--- config.mk ---
export PLATFORM = sky130hd
export DESIGN_NAME = alu_cmd_issuer
export DESIGN_NICKNAME = d
export VERILOG_FILES = /design/src/rtl/alu_cmd_issuer_pkg.sv /design/src/rtl/alu_cmd_issuer_fifo.sv /design/src/rtl/alu_cmd_issuer.sv
export SDC_FILE = /design/constraint.sdc
export NUM_CORES = 1
export LEC_CHECK = 0
export ABC_CLOCK_PERIOD_IN_PS = 7500
export BUFFER_PORTS_ARGS = -buffer_cell sky130_fd_sc_hd__buf_2
export CAP_MARGIN = 40
export CORE_ASPECT_RATIO = 1.5
export CORE_MARGIN = 3
export CORE_UTILIZATION = 25
export DETAILED_ROUTE_END_ITERATION = 8
export SLEW_MARGIN = 10
export SYNTH_ARGS = -nofsm -noshare
export SYNTH_HDL_FRONTEND = slang
export SYNTH_SLANG_ARGS = --single-unit
export TNS_END_PERCENT = 5
--- constraint.sdc ---
create_clock -name clk -period 7.5 [get_ports clk]
set_clock_uncertainty 0.2 [all_clocks]
set_input_delay 1.5 -clock clk [delete_from_list [all_inputs] [get_ports clk]]
set_output_delay 1.5 -clock clk [all_outputs]
set_load 0.01 [all_outputs]
--- src/rtl/alu_cmd_issuer_pkg.sv ---
// Shared ALU widths and opcodes for the command issuer and alu_4bits.
package alu_cmd_issuer_pkg;

  localparam int ALU_DATA_W = 4;
  localparam int ALU_SEL_W  = 2;

  typedef enum logic [ALU_SEL_W-1:0] {
    ALU_OP_ADD = 2'b00,
    ALU_OP_SUB = 2'b01,
    ALU_OP_AND = 2'b10,
    ALU_OP_OR  = 2'b11
  } alu_op_e;

endpackage

--- src/rtl/alu_cmd_issuer_fifo.sv ---
// In-order command FIFO; clr wipes pointers and level in one edge.
module alu_cmd_fifo #(
  parameter int W     = 10,
  parameter int DEPTH = 4,
  parameter int AW    = $clog2(DEPTH),
  parameter int LW    = $clog2(DEPTH) + 1
) (
  input  logic          clk,
  input  logic          rst_n,
  input  logic          clr,
  input  logic          push,
  input  logic          pop,
  input  logic [W-1:0]  wdata,
  output logic [W-1:0]  rdata,
  output logic          full,
  output logic          empty,
  output logic [LW-1:0] level
);

  logic [W-1:0]  mem [DEPTH];
  logic [AW-1:0] wr_ptr_q, wr_ptr_d;
  logic [AW-1:0] rd_ptr_q, rd_ptr_d;
  logic [LW-1:0] level_q, level_d;

  assign full  = (level_q == LW'(DEPTH));
  assign empty = (level_q == '0);
  assign level = level_q;
  assign rdata = mem[rd_ptr_q];

  always_comb begin
    wr_ptr_d = wr_ptr_q;
    rd_ptr_d = rd_ptr_q;
    level_d  = level_q;
    if (clr) begin
      wr_ptr_d = '0;
      rd_ptr_d = '0;
      level_d  = '0;
    end else begin
      if (push) wr_ptr_d = wr_ptr_q + 1'b1;
      if (pop)  rd_ptr_d = rd_ptr_q + 1'b1;
      if (push && !pop) level_d = level_q + 1'b1;
      if (pop && !push) level_d = level_q - 1'b1;
    end
  end

  always_ff @(posedge clk or negedge rst_n) begin
    if (!rst_n) begin
      wr_ptr_q <= '0;
      rd_ptr_q <= '0;
      level_q  <= '0;
    end else begin
      wr_ptr_q <= wr_ptr_d;
      rd_ptr_q <= rd_ptr_d;
      level_q  <= level_d;
    end
  end

  // Storage needs no reset; level gates every read.
  always_ff @(posedge clk) begin
    if (push && !clr) mem[wr_ptr_q] <= wdata;
  end

endmodule

--- src/rtl/alu_cmd_issuer.sv ---
// Buffers ALU commands and issues at most one per clock
// through a registered a/b/sel slot.
module alu_cmd_issuer
  import alu_cmd_issuer_pkg::*;
#(
  parameter int DATA_W = ALU_DATA_W,
  parameter int SEL_W  = ALU_SEL_W,
  parameter int DEPTH  = 4
) (
  input  logic                     clk,
  input  logic                     rst_n,
  input  logic                     flush,
  input  logic                     in_valid,
  output logic                     in_ready,
  input  logic [DATA_W-1:0]        in_a,
  input  logic [DATA_W-1:0]        in_b,
  input  logic [SEL_W-1:0]         in_sel,
  input  logic                     issue_ready,
  output logic                     issue_valid,
  output logic [DATA_W-1:0]        a,
  output logic [DATA_W-1:0]        b,
  output logic [SEL_W-1:0]         sel,
  output logic [$clog2(DEPTH):0]   level
);

  localparam int CW = 2 * DATA_W + SEL_W;
  localparam int LW = $clog2(DEPTH) + 1;

  logic [CW-1:0] wdata, rdata;
  logic          full, empty;
  logic          push, pop;

  logic [DATA_W-1:0] a_q, a_d;
  logic [DATA_W-1:0] b_q, b_d;
  logic [SEL_W-1:0]  sel_q, sel_d;
  logic              valid_q, valid_d;

  // Flush wins over both sides; the dropped push still sees ready.
  assign in_ready = flush | ~full;
  assign push     = in_valid & ~full & ~flush;
  assign pop      = issue_ready & ~empty & ~flush;
  assign wdata    = {in_a, in_b, in_sel};

  alu_cmd_fifo #(
    .W     (CW),
    .DEPTH (DEPTH),
    .AW    ($clog2(DEPTH)),
    .LW    (LW)
  ) u_fifo (
    .clk   (clk),
    .rst_n (rst_n),
    .clr   (flush),
    .push  (push),
    .pop   (pop),
    .wdata (wdata),
    .rdata (rdata),
    .full  (full),
    .empty (empty),
    .level (level)
  );

  always_comb begin
    a_d     = a_q;
    b_d     = b_q;
    sel_d   = sel_q;
    valid_d = pop;
    if (pop) {a_d, b_d, sel_d} = rdata;
  end

  always_ff @(posedge clk or negedge rst_n) begin
    if (!rst_n) begin
      a_q     <= '0;
      b_q     <= '0;
      sel_q   <= '0;
      valid_q <= 1'b0;
    end else begin
      a_q     <= a_d;
      b_q     <= b_d;
      sel_q   <= sel_d;
      valid_q <= valid_d;
    end
  end

  assign a           = a_q;
  assign b           = b_q;
  assign sel         = sel_q;
  assign issue_valid = valid_q;

endmodule

==> out/results.txt <==
Placer congestion estimate = 0.707
Crit path launch type = input port
Area leader, netlist = edfxtp_1
Clock transition at path regs = 50 ps
Worst-margin pin slew = 769 ps
Num rows = 44
Yosys cell types = 41
Final number of setup-violating endpoints = 0
DIE HEIGHT = 129 um
Highest routed layer = met4
Largest net degree at the start of global routing = 19
Drc violations = 0
Number of synthesized flops with an enable pin = 40
Die Wd = 87.7 um
N_diodes = 0
Root Driver = clkbuf_16
Max Fclk = 0.272 GHz
Total negative slack = 0 ps
Commonest non-fill, non-tap cell in the layout = edfxtp_1
Crit path max fanout = 12
Met2 Wirelength = 2240 um
Drt total wl = 4490 um
First-pass GRT wire length = 7360 um
Area grow syn2layout = 21.0%
Die area = 11,300 um2
DR pass1 iterations = 4
CP arrival = 1980 ps
CP Data Required Time = 5800 ps
Starting DRT DRC Count = 63
Core area = 9740 um2
Synth Register Bits = 58
Rel. slew slack = 48.7%
Antenna violations before repair = 0
Gr usage total = 9.09%
Leak = 1.12 nW
CP Class = input port to output pin
Max cap viols = 0
Total grt overflow = 0
Final ANT Viol Nets = 0
Pwr Density = 318 nW/um2
Post-CTS setup buffers = 0
Area share of the largest cell type after synthesis = 48.0%
Hold slack = 276 ps
Num ports = 30
DR vias = 1,323
Post-Syn Area = 2500 um2
Yosys warns = 0
Most frequent cells in the layout = 40 x edfxtp_1, 29 x buf_2, 18 x dfrtp_1
Register area share after synthesis = 65.9%
HPWL after DPL = 2990 um
Met1 wire length = 1850 um
Peak supply drop = 0.117 mV
CTS tree = done
Metal3 WL = 304 um
Clk Latency, worst-skew pair = 320 ps
Gate Count Post-Synth = 143
Fin nets = 195
Tcrit/Tclk final = 49.0%
Deepest clock path buffer count = 2
Most area-consuming cells after synthesis = edfxtp_1 48%, dfrtp_1 18%, mux4_2 9.0%, mux2_1 3.6%, ha_1 2.0%
Post-cts resize count = 0
Asr flop ratio synth = 31.0%
Status = finished, final reports clean
Vias per cell = 4.48
Clk sinks = 58
Syn Nets = 163
Vias in the first global route = 1,369
Hold buffers post-CTS = 0
Main synth FF type = edfxtp_1
RSZ-0062 raised after global routing = false
Tmin final = 3680 ps
Initial Util = 25.7%
Filler cells = 950
Final hold vios = 0
TritonCTS buffer count = 9
Drt wl/cell = 15.2 um
Crit end category = output pin
Layout cell share with drive strength beyond 1 = 33.9%
Input/output buffers = 29
Hold Path Class = register to register
Max-slew violation count = 0
# H-tree levels = 3
Syn avg cell area = 17.5 um2
[stage by stage]
stage	instance area, um2	utilization (%)	setup WS (ps)	power [mW]	instances
finish	3030	31.1	3820	0.965	295
global route	3030	31.1	3790	1.01	295
CTS	3030	31.1	3820	0.982	295
detailed placement	2720	27.9	3820	0.557	279
global placement	2710	27.9	3820	0.552	278
floorplan	2500	-	3980	0.508	143
[registers in the layout (all words and copies together) (netlist names)]
register	cells
a	4
b	4
issue_valid	1
sel	2
u_fifo.level	3
u_fifo.mem	40
u_fifo.rd_ptr_q	2
u_fifo.wr_ptr_q	2
[kinds of logic (layout without fill, tap and decap cells)]
kind of cell	Yosys count	in the layout	share of synthesized area, %
AOI/OAI and AO/OA	17	17	5.74
and+or+nand+nor	28	28	7.34
xor gates and xnor gates	3	3	1.05
DFF	58	58	65.9
muxes	20	20	13.5
buffers and inverters	12	49	3.65
adders and majority gates	5	5	2.80
[power breakdown]
| group | switching (mW) | internal, mW |
|---|---|---|
| combinational | 0.0618 | 0.0706 |
| clock | 0.133 | 0.286 |
| sequential | 0.0309 | 0.383 |
| total | 0.226 | 0.739 |
[layout make-up]
type	instances	area, um2	area share, %
sequential	58	1650	54.5
multi-input combinational	73	762	25.1
clock buffer	9	225	7.43
timing repair buffer	30	153	5.04
tap	115	144	4.75
clock inverter	7	83.8	2.77
inverter	3	11.3	0.372
[cell usage after synthesis, types with 2 or more instances]
library cell / n
mux4_2: 10
mux2_2: 2
mux2_1: 8
nor3_1: 2
xor2_1: 3
ha_1: 4
a21oi_1: 2
and2_1: 5
dfrtp_1: 18
buf_2: 2
buf_6: 4
o21ai_0: 3
edfxtp_1: 40
a211oi_1: 2
nor2_1: 6
nor3b_1: 2
nand3_1: 4
inv_1: 3
[worst paths after layout]
path	start	slack [ps]	endpoint	depth (start not counted)
setup reg to reg	u_fifo.level[2]	4760	u_fifo.level[1]	6
hold reg to reg	a[0]	280	a[0]	1
min in group asynchronous	rst_n	920	b[3]	1
hold / removal	a[0]	280	a[0]	1
max in group asynchronous	rst_n	5870	a[2]	1
setup / recovery	flush	3820	in_ready	3
[critical path, stage by stage]
cell	delay, ps
buf_2	170
nand2b_1	160
buf_2	150
[layer usage]
layer	global-route usage [%]	vias to the layer above
met1	10.3	662
met2	13.9	37
met5	0	-
met3	4.23	7
li1	-	617
met4	5.15	0
Note: power is estimated with default switching activity, not from simulation.
